File: src/rtl/shift_reg_pkg.sv
// Shared definitions for the 4-bit mode-controlled shift register and its
// command sequencer: mode encoding, controller state encoding, default sizes.
package shift_reg_pkg;

    // Shift register mode encoding (cmd_op reuses it, 00 meaning READ)
    localparam logic [1:0] MODE_HOLD = 2'b00;
    localparam logic [1:0] MODE_LOAD = 2'b01;
    localparam logic [1:0] MODE_ROL  = 2'b10;
    localparam logic [1:0] MODE_SHR  = 2'b11;

    // Default register width and step-count width
    localparam int DEF_WIDTH = 4;
    localparam int DEF_CNT_W = 3;

    // Controller states
    typedef enum logic [1:0] {
        IDLE = 2'b00,
        RUN  = 2'b01,
        CAPT = 2'b10,
        RESP = 2'b11
    } state_t;

endpackage

File: src/rtl/shift_reg_ctrl.sv
// Command sequencer for the mode-controlled shift register. Accepts one
// command over valid/ready, drives M/D/SI for exactly as many cycles as the
// command needs, then captures Q and returns it with a one-cycle pulse.
// The register contents themselves are never reset from here.
import shift_reg_pkg::*;

module shift_reg_ctrl #(
    parameter int WIDTH = DEF_WIDTH,
    parameter int CNT_W = DEF_CNT_W
) (
    input  logic             clk,
    input  logic             reset,
    input  logic             cmd_valid,
    output logic             cmd_ready,
    input  logic [1:0]       cmd_op,
    input  logic [WIDTH-1:0] cmd_data,
    input  logic [CNT_W-1:0] cmd_cnt,
    input  logic             cmd_si,
    output logic [1:0]       sr_m,
    output logic [WIDTH-1:0] sr_d,
    output logic             sr_si,
    input  logic [WIDTH-1:0] sr_q,
    output logic             rsp_valid,
    output logic [WIDTH-1:0] rsp_q,
    output logic             busy
);

    state_t           state;
    logic [CNT_W-1:0] cnt;
    logic             needs_run;

    // LOAD always takes one RUN cycle; ROL/SHR take cnt cycles; READ and
    // zero-step shifts go straight to capture.
    assign needs_run = (cmd_op == MODE_LOAD) || (cmd_op[1] && (cmd_cnt != '0));

    assign cmd_ready = (state == IDLE);
    assign busy      = ~cmd_ready;

    // Sequencer FSM; sr_* are registered so the latched command drives the
    // register with no combinational path from the command inputs.
    always_ff @(posedge clk or negedge reset) begin
        if (!reset) begin
            state     <= IDLE;
            cnt       <= '0;
            sr_m      <= MODE_HOLD;
            sr_d      <= '0;
            sr_si     <= 1'b0;
            rsp_valid <= 1'b0;
            rsp_q     <= '0;
        end else begin
            case (state)
                IDLE: begin
                    rsp_valid <= 1'b0;
                    if (cmd_valid) begin
                        if (needs_run) begin
                            state <= RUN;
                            sr_m  <= cmd_op;
                            sr_d  <= (cmd_op == MODE_LOAD) ? cmd_data : '0;
                            sr_si <= (cmd_op == MODE_SHR) ? cmd_si : 1'b0;
                            cnt   <= (cmd_op == MODE_LOAD) ? CNT_W'(1) : cmd_cnt;
                        end else begin
                            state <= CAPT;
                        end
                    end
                end
                RUN: begin
                    cnt <= cnt - CNT_W'(1);
                    if (cnt == CNT_W'(1)) begin
                        // Last step: return the register to hold for capture
                        state <= CAPT;
                        sr_m  <= MODE_HOLD;
                        sr_d  <= '0;
                        sr_si <= 1'b0;
                    end
                end
                CAPT: begin
                    rsp_q     <= sr_q;
                    rsp_valid <= 1'b1;
                    state     <= RESP;
                end
                RESP: begin
                    rsp_valid <= 1'b0;
                    state     <= IDLE;
                end
                default: begin
                    state <= IDLE;
                end
            endcase
        end
    end

endmodule

File: config.mk
export PLATFORM = sky130hd
export DESIGN_NAME = shift_reg_ctrl
export DESIGN_NICKNAME = d
export VERILOG_FILES = /design/src/rtl/shift_reg_pkg.sv /design/src/rtl/shift_reg_ctrl.sv
export SDC_FILE = /design/constraint.sdc
export NUM_CORES = 1
export LEC_CHECK = 0
export BUFFER_PORTS_ARGS = -buffer_cell sky130_fd_sc_hd__buf_4
export CAP_MARGIN = 20
export CORE_ASPECT_RATIO = 1.2
export CORE_MARGIN = 2
export CORE_UTILIZATION = 53
export CTS_CLUSTER_SIZE = 28
export DETAILED_ROUTE_END_ITERATION = 7
export HOLD_SLACK_MARGIN = 0.08
export PLACE_DENSITY = 0.84
export SETUP_SLACK_MARGIN = 0.2
export SYNTH_ARGS = -nofsm -noshare
export SYNTH_HDL_FRONTEND = slang
export SYNTH_SLANG_ARGS = --single-unit
File: constraint.sdc
create_clock -name clk -period 4.6 [get_ports clk]
set_input_delay 0.23 -clock clk [delete_from_list [all_inputs] [get_ports clk]]
set_output_delay 0.23 -clock clk [all_outputs]
set_load 0.01 [all_outputs]
==> run summary, run 1 <==
RSZ-0062 raised after global routing: no
initial DRC count: 4
H-tree levels: 1
Detailed Route WL: 1895 µm
Clock power frac: 0.105
root buffer cell: clkbuf_4
RR Endpoint: sr_si
setup TNS: 0 ns
max cap viols: 0
# setup viols final: 0
# DRC: 0
switch share: 0.3950
# rows: 16
Post-Synthesis Cells: 94
reg2reg setup slack: 2.59 ns
Seq/Total Area, Yosys: 0.4439
P&R area growth vs syn: 27.81%
first-pass GRT wire length: 3236 µm
global-route congestion overflow total: 0
HP Class: in -> reg
worst reg2reg path depth: 6
worst skew pair latency: 0.30 ns
commonest non-fill, non-tap cell in the layout: buf_4
Die ar.: 2166 µm²
hold path depth: 2
core area: 1662 µm²
P_leak: 0.6329 nW
fin crit period: 2.007 ns
Setup crit end kind: register
port bufs: 30
pre-CTS setup slack: 2.643 ns
crit-path cells: inv_1 -> ha_1 -> nor2_1 -> a211o_1 -> a21o_1 -> mux2_4
Slowest-stage cell, CP: dfrtp_1
WP data arrival: 2.20 ns
synthesized flop and latch total: 17
Die W: 42.82 µm
Slew @ Worst Pin: 0.3896 ns
DRT Pass-1 Iters: 4
vias in the first global route: 762
via count: 789
Pwr Total: 798.5 µW
final worst slack: 2.593 ns
critical path class: reg -> reg
vias per cell: 5.479
Reg power frac: 0.328
syn avg cell area: 10.20 µm²
clk sinks: 17
Worst Hold End: rsp_q[1]
Total GRT Usage: 0.1994
synth unique cells: 29
Final Hold Viols: 0
Initial Utilization: 0.5768
I/O pin total: 31
Mapped Area: 958.4 µm²
routed len/inst: 13.16 µm
CTS tree: done
Rel. slew slack: 0.7403
worst vdd ir: 0.3729 mV
Worst setup SP type: register
synth warn: 0
CTS buffer count: 3
internal power: 483.1 µW
CTS clk-pin slew, worst paths: 0.10 ns
Hold Startpoint: sr_q[1]
largest net degree at the start of global routing: 18
total setup buffers inserted after CTS: 0
Final nets: 150
total power divided by cell area: 651.9 nW/µm²
most frequent cells in the layout: 30 x buf_4, 17 x dfrtp_1, 15 x nand2_1, 11 x inv_1
status: finished clean
Crit path required time: 4.79 ns
ANT nets after route: 0
Net Sw Power: 315.4 µW
height of the die: 50.59 µm
r2r startpoint: state[1]
combinational power share: 0.567
HPWL after DPL: 1475 µm
GPL Wtd Cong: 0.8166
Critical Path Max Stage Delay: 0.39 ns
period utilization: 0.4362
Pins Over Slew Limit: 0
clock buffer depth: 2
share of post-route cells with drive strength above 1: 0.3492
maximum clock rate: 0.4984 GHz
ANT cells: 0
syn nets: 117
CP max FO: 12
Setup Skew: 0.006876 ns
initial antenna violation count: 0
-- worst max-delay path: cells and delay by family (launching register included) --
kind                       cells  cell delay, ns
DFF                            1            0.39
and+or+nand+nor                1            0.09
AOI/OAI and AO/OA              2            0.56
buffers and inverters          1            0.13
muxes                          1            0.32
adders and majority gates      1            0.39
-- Yosys cell counts, drive strengths merged --
cell / number / area [µm²]
buf: 3 / 21.27
nor2: 4 / 15.01
xor2: 1 / 8.760
o22a: 1 / 8.760
nand2: 15 / 56.30
a311o: 1 / 10.01
ha: 6 / 75.07
o211a: 1 / 10.01
dfrtp: 17 / 425.4
o21ai: 5 / 32.53
or4b: 1 / 13.76
mux2: 8 / 93.83
a211o: 1 / 8.760
mux2i: 5 / 50.05
nand3: 3 / 15.01
nand4: 1 / 6.260
a21oi: 1 / 5.000
a21o: 1 / 7.510
a211oi: 1 / 7.510
o311ai: 1 / 8.760
o22ai: 1 / 6.260
nand2b: 3 / 18.77
inv: 11 / 41.29
nor2b: 2 / 12.51
-- cell families after synthesis --
| group | synth area share |
|---|---|
| adder cells (fa/ha/maj) | 0.07833 |
| multiplexers | 0.1501 |
| AO/OA/AOI/OAI | 0.1097 |
| AND/OR/NAND/NOR | 0.1436 |
| buffers and inverters | 0.06527 |
| XOR/XNOR | 0.009140 |
| flip-flops | 0.4439 |
-- layer usage --
layer  vias up  wire length (µm)  track usage
met5         -                 0            0
met4         0                34      0.09375
met3         5                86      0.02518
met2        22               977       0.3510
met1       380               797       0.2352
li1        382                 -            -
-- what timing repair did --
item | CTS | global route
gates resized for setup | 0 | 0
hold endpoints to repair | 17 | 0
hold buffers | 1 | 0
-- flip-flops by register name, summed over array words and instances (netlist names) --
register	flops
rsp_q	4
sr_d	4
cnt	3
sr_m	2
state	2
rsp_valid	1
sr_si	1
-- worst max path at each step --
stage / start / to / slack, ns / cells past startpoint
finish: state[1] / sr_si / 2.59 / 6
global route: state[1] / sr_si / 2.49 / 6
CTS: state[1] / sr_si / 2.61 / 6
detailed placement: state[1] / sr_si / 2.64 / 6
global placement: state[0] / sr_si / 2.71 / 6
floorplan: state[0] / sr_si / 2.69 / 8
-- per-stage QoR --
| stage | instances | area (µm²) | hold WS, ns | utilization |
|---|---|---|---|---|
| finish | 144 | 1225 | 0.1526 | 0.7372 |
| global placement | 139 | 1185 | 0.1025 | 0.7131 |
| detailed placement | 139 | 1185 | 0.1063 | 0.7131 |
| floorplan | 94 | 958.4 | -0.06559 | - |
| global route | 144 | 1225 | 0.1521 | 0.7372 |
| CTS | 144 | 1225 | 0.1441 | 0.7372 |
-- final cells by class --
type                            instances  area, µm²
Fill cell                             123      436.7
Clock inverter                          1      7.507
Sequential cell                        17      425.4
Multi-Input combinational cell         63      470.5
Tap cell                               18      22.52
Inverter                               11      41.29
Timing Repair Buffer                   31      235.2
Clock buffer                            3      22.52
-- power by group through the flow --
stage,clock [mW],sequential (mW),combinational (mW)
5_1_grt,0.0913,0.270,0.502
2_1_floorplan,0,0.280,0.298
3_5_place_dp,0,0.266,0.453
6_report,0.0837,0.262,0.453
3_3_place_gp,0,0.261,0.438
4_1_cts,0.0870,0.264,0.457
(Power assumes the default switching activity.)
==> run 2, diff against run 1 <==
- CORE_UTILIZATION: 53 -> 49
- PLACE_DENSITY: 0.84 -> 0.78
- clock period: 4.6 -> 1.96 ns (I/O delays scaled with it)
==> run 2 against run 1 <==
Compared with the run above:
- critical path depth unchanged
- maximum frequency increased by 20%
- flip-flop and latch count unchanged
- final area increased by 11%
- register-to-register slack got worse by 2.3 ns
- clock skew decreased by 0.0059 ns
- core utilization decreased by 0.29 points
- largest power group unchanged
==> run summary, run 2 (synthesized netlist as in run 1, its figures left out) <==
WP data arrival: 1.86 ns
Crit path required time: 2.16 ns
vias per cell: 5.158
port bufs: 30
Final nets: 163
# placed instances: 142
Reg power frac: 0.303
initial DRC count: 4
worst reg2reg path depth: 6
vias in the first global route: 808
worst skew pair latency: 0.30 ns
Die ar.: 2327 µm²
P_leak: 0.6924 nW
most frequent cells in the layout: 35 x buf_4, 17 x dfrtp_1, 15 x nand2_1, 10 x inv_1, 9 x dlygate4sd3_1
height of the die: 52.45 µm
Die W: 44.37 µm
Final Hold Viols: 0
internal power: 1.247 mW
top flop regs: rsp_q: 4 flops, sr_d: 4 flops, cnt: 3 flops
global-route congestion overflow total: 0
critical path class: reg -> reg
CP max FO: 4
RR Endpoint: sr_si
Setup Skew: 0.0009828 ns
Clock power frac: 0.096
Slew @ Worst Pin: 0.3850 ns
Rel. slew slack: 0.7433
Setup crit end: sr_si
switch share: 0.3831
fin crit period: 1.665 ns
Pwr Total: 2.021 mW
Critical path origin: state[1]
Util after Layout: 0.7343
period utilization: 0.8497
Net Sw Power: 774.2 µW
CTS tree: done
pre-CTS setup slack: 0.1770 ns
ANT cells: 0
H-tree levels: 1
RSZ-0062 raised after global routing: no
root buffer cell: clkbuf_4
clk sinks: 17
HPWL after DPL: 1485 µm
via count: 815
status: finished clean
Total GRT Usage: 0.2100
CTS buffer count: 3
# DRC: 0
Initial Utilization: 0.5179
dpl cell area: 1204 µm²
HP Class: in -> reg
Hold WS: 0.1179 ns
reg2reg setup slack: 0.29 ns
clock buffer depth: 2
DRT Pass-1 Iters: 4
setup TNS: 0 ns
max cap viols: 0
Design Area, Final: 1359 µm²
total power divided by cell area: 1487 nW/µm²
Pins Over Slew Limit: 0
GPL Wtd Cong: 0.7384
maximum clock rate: 0.6005 GHz
final worst slack: 0.2947 ns
largest net degree at the start of global routing: 18
I/O pin total: 31
share of post-route cells with drive strength above 1: 0.3813
r2r startpoint: state[1]
CTS clk-pin slew, worst paths: 0.10 ns
initial antenna violation count: 0
# setup viols final: 0
core area: 1851 µm²
Setup crit end kind: register
Worst setup SP type: register
P&R area growth vs syn: 41.78%
first-pass GRT wire length: 3491 µm
Non-Filler Instances: 158
Detailed Route WL: 2077 µm
routed len/inst: 13.15 µm
worst vdd ir: 0.9254 mV
combinational power share: 0.601
# rows: 17
commonest non-fill, non-tap cell in the layout: buf_4
ANT nets after route: 0
-- run 2: cell count changes in the layout (fill, tap and decap cells not counted), sizes merged --
cell and change:
buf +5, clkinv +1, clkinvlp -1, dlygate4sd3 +8
-- run 2: worst min path at each step --
| stage | from | endpoint | depth (start not counted) |
|---|---|---|---|
| 2_1_floorplan | reset | cnt[0] | 0 |
| 3_3_place_gp | reset | cnt[0] | 1 |
| 3_5_place_dp | reset | rsp_valid | 1 |
| 4_1_cts | cmd_op[1] | sr_m[1] | 3 |
| 5_1_grt | cmd_op[1] | sr_d[1] | 4 |
| 6_report | cmd_op[1] | sr_d[0] | 4 |
-- run 2: what timing repair did --
action                                 4_1_cts  5_1_grt
pin swaps                                    0        2
setup endpoints to repair                    5        5
gates cloned                                 0        0
buffers inserted                             1        2
gates resized for setup                      0        4
hold buffers                                 9        0
endpoints found under the hold margin       25        0
-- run 2: power by group through the flow --
stage / combinational (mW) / clock, mW / sequential (mW)
floorplan: 0.721 / 0 / 0.658
global placement: 1.07 / 0 / 0.614
detailed placement: 1.11 / 0 / 0.620
CTS: 1.15 / 0.202 / 0.610
global route: 1.33 / 0.212 / 0.641
finish: 1.22 / 0.194 / 0.612
-- run 2: layout make-up --
type | count | area (µm²)
Timing Repair Buffer | 44 | 352.8
Multi-Input combinational cell | 63 | 488.0
Inverter | 11 | 41.29
Tap cell | 19 | 23.77
Clock inverter | 1 | 5.005
Sequential cell | 17 | 425.4
Clock buffer | 3 | 22.52
Fill cell | 147 | 491.7
-- run 2: metal layers --
layer	wire, µm	vias up	GRT usage	part of all wire
met3	69	5	0.02414	0.033
met1	845	380	0.2352	0.41
li1	-	410	-	-
met4	51	0	0.1212	0.025
met5	0	-	0	0
met2	1110	20	0.3750	0.53
-- run 2: worst max-delay path: stages, from the launching register on --
cell     delay [ns]
dfrtp_1        0.40
inv_2          0.11
ha_2           0.23
nor2_1         0.05
a211o_1        0.29
a21o_1         0.19
mux2_4         0.29
==> run 3, diff against run 2 <==
- ABC_AREA: unset -> 1
- CORE_UTILIZATION: 49 -> 50
- PLACE_DENSITY: 0.78 -> 0.79
- clock period: 1.96 -> 1.6 ns (I/O delays scaled with it)
==> run 3 against run 2 <==
Compared with the run above:
- count of clock-buffer cells in the layout grew 1
- global-route usage shrank 1.5 points
- flip-flop and latch count is the same
- routed wire length grew 3.9%
- non-clock buffer count grew 1
- combinational power grew 48%
- synthesized cell count grew 27%
- final cell count grew 17%
- total power grew 38%
- synthesized area grew 5.0%
- first-iteration DRC count grew to 3.8 times the previous value
- register-to-register slack lost 0.12 ns
- largest power group unchanged
==> run summary, run 3 <==
DR WL met3: 107 µm
# DRC: 0
Slew @ Worst Pin: 0.2310 ns
P&R area growth vs syn: 43.03%
Post-Synthesis Cells: 119
Non-Filler Instances: 185
critical path class: reg -> reg
ranking of synthesized cells by area: dfrtp_1 42%, nand2_1 15%, ha_1 7.5%
first-pass GRT wire length: 3360 µm
# setup viols final: 0
worst reg2reg path depth: 7
vias in the first global route: 869
CP max FO: 14
syn avg cell area: 8.453 µm²
Synth async-reset ratio: 1.000
synth unique cells: 20
initial antenna violation count: 0
Rel. slew slack: 0.8456
Mapped Area: 1006 µm²
Seq/Total Area, Yosys: 0.4229
Detailed Route WL: 2159 µm
most frequent cell after synthesis: nand2_1
clock buffer depth: 2
Die ar.: 2388 µm²
ANT cells: 0
met2 WL: 1020 µm
Worst Hold End: sr_d[3]
Initial Utilization: 0.5374
RR Endpoint: state[1]
Synth Area in XOR/XNOR: 0
Setup crit end kind: register
leading area contributor after synthesis: dfrtp_1
Adder-Cell Fraction of Synth Area: 0.07463
number of synthesized flops with an enable pin: 0
Total GRT Usage: 0.1953
most frequent cells in the layout: 39 x nand2_1, 38 x buf_4, 17 x dfrtp_1, 11 x nor2_1, 10 x nand4_1
GPL Wtd Cong: 0.7938
clk sinks: 17
top flop regs: rsp_q: 4 flops, sr_d: 4 flops, cnt: 3 flops
period utilization: 0.8898
height of the die: 53.14 µm
Die W: 44.95 µm
share of post-route cells with drive strength above 1: 0.3976
ys flop type: dfrtp_1
synth warn: 0
Final Hold Viols: 0
HP Class: in -> reg
RSZ-0062 raised after global routing: yes
WP data arrival: 1.64 ns
post-synthesis mux area share: 0.05597
vias per cell: 4.984
Synth top area share: 0.4229
global-route congestion overflow total: 0
largest net degree at the start of global routing: 18
CTS tree: done
FF+latch area: 425.4 µm²
I/O pin total: 31
worst vdd ir: 1.002 mV
setup TNS: 0 ns
hold path depth: 5
top sig layer: met4
initial DRC count: 15
# rows: 17
syn nets: 142
Commonest cells post-synth: 41 x nand2_1, 17 x dfrtp_1, 11 x nor2_1, 10 x nand4_1, 9 x inv_1
largest family of logic cells by synthesized area: simple AND/OR/NAND/NOR gates
port bufs: 30
core area: 1872 µm²
routed len/inst: 11.67 µm
Synth Area in Compound Gates: 0.05348
CTS buffer count: 3
ANT nets after route: 0
total power divided by cell area: 1939 nW/µm²
area occupied by multi-input gates: 540.5 µm²
worst skew pair latency: 0.28 ns
simple-gate area share of the yosys netlist: 0.3134
Met1 Wirelength: 928 µm
Hold Startpoint: cmd_data[3]
Pins Over Slew Limit: 0
reg2reg setup slack: 0.18 ns
root buffer cell: clkbuf_4
Crit path required time: 1.82 ns
Final nets: 190
Fill cells: 142
commonest non-fill, non-tap cell in the layout: nand2_1
H-tree levels: 1
fin crit period: 1.424 ns
HPWL after DPL: 1571 µm
# placed instances: 167
maximum clock rate: 0.7024 GHz
max cap viols: 0
DRT Pass-1 Iters: 3
status: finished clean
Setup Skew: 0.0009021 ns
r2r startpoint: state[1]
CTS clk-pin slew, worst paths: 0.09 ns
via count: 922
synthesized flop and latch total: 17
Worst setup SP type: register
P_leak: 0.7717 nW
==> run 3: changes by cell type after synthesis, moves of 2 or more <==
cell,delta
a21oi_2,+2
buf_2,-2
inv_1,-2
inv_2,+4
mux2i_1,-5
nand2_1,+26
nand2_2,+2
nand2b_1,-3
nand4_1,+9
nor2_1,+7
nor2b_1,-2
o21ai_0,-2
o21ai_2,-2
==> run 3: worst max path at each step <==
stage	startpoint	endpoint	slack, ns
2_1_floorplan	state[0]	sr_d[0]	0.23
3_3_place_gp	state[0]	cnt[2]	0.12
3_5_place_dp	state[0]	cnt[2]	0.06
4_1_cts	state[0]	state[1]	0.21
5_1_grt	state[1]	sr_d[3]	0.11
6_report	state[1]	state[1]	0.18
==> run 3: stage by stage <==
step / area, µm² / power (mW) / hold slack (ns) / utilization / setup slack, ns
4_1_cts: 1371 / 2.583 / 0.1451 / 0.7326 / 0.2118
2_1_floorplan: 1011 / 1.763 / -0.2156 / - / 0.2267
3_3_place_gp: 1245 / 2.167 / -0.05131 / 0.6651 / 0.1208
6_report: 1439 / 2.790 / 0.1493 / 0.7687 / 0.1763
3_5_place_dp: 1245 / 2.225 / -0.04593 / 0.6651 / 0.06168
5_1_grt: 1439 / 3.005 / 0.1745 / 0.7687 / 0.1128
==> run 3: critical path, stage by stage, from the launching register on <==
cell     delay, ns
dfrtp_1       0.43
inv_2         0.13
ha_4          0.18
inv_8         0.05
a21oi_2       0.14
nand2_4       0.14
buf_4         0.17
a21oi_2       0.12
==> run 3: metal layers <==
layer / vias to the layer above / GRT usage
met5: - / 0
met4: 0 / 0.1324
met3: 12 / 0.02048
met2: 37 / 0.3333
met1: 398 / 0.2232
li1: 475 / -
==> run 3: logic make-up after synthesis <==
family                   Yosys count
buffers and inverters             16
AO/OA/AOI/OAI                      6
multiplexers                       5
AND/OR/NAND/NOR                   69
flip-flops                        17
adder cells (fa/ha/maj)            6
==> run 3: repair_timing <==
action / CTS / global route
pin swaps: 1 / 7
setup endpoints to repair: 12 / 12
hold endpoints to repair: 21 / 0
gates cloned: 0 / 0
gates resized for setup: 5 / 8
hold buffers: 5 / 0
setup buffers: 3 / 6
==> run 3: area by class of cell <==
cell class | instances | share of cell area
multi-input combinational | 86 | 0.3757
sequential | 17 | 0.2957
timing repair buffer | 45 | 0.2487
inverter | 14 | 0.04522
clock buffer | 4 | 0.01826
tap | 19 | 0.01652
==> run 3: report_power, final <==
group / total (mW) / switching (mW) / internal [mW]
clock: 0.216 / 0.119 / 0.0968
sequential: 0.763 / 0.126 / 0.636
combinational: 1.81 / 0.920 / 0.892
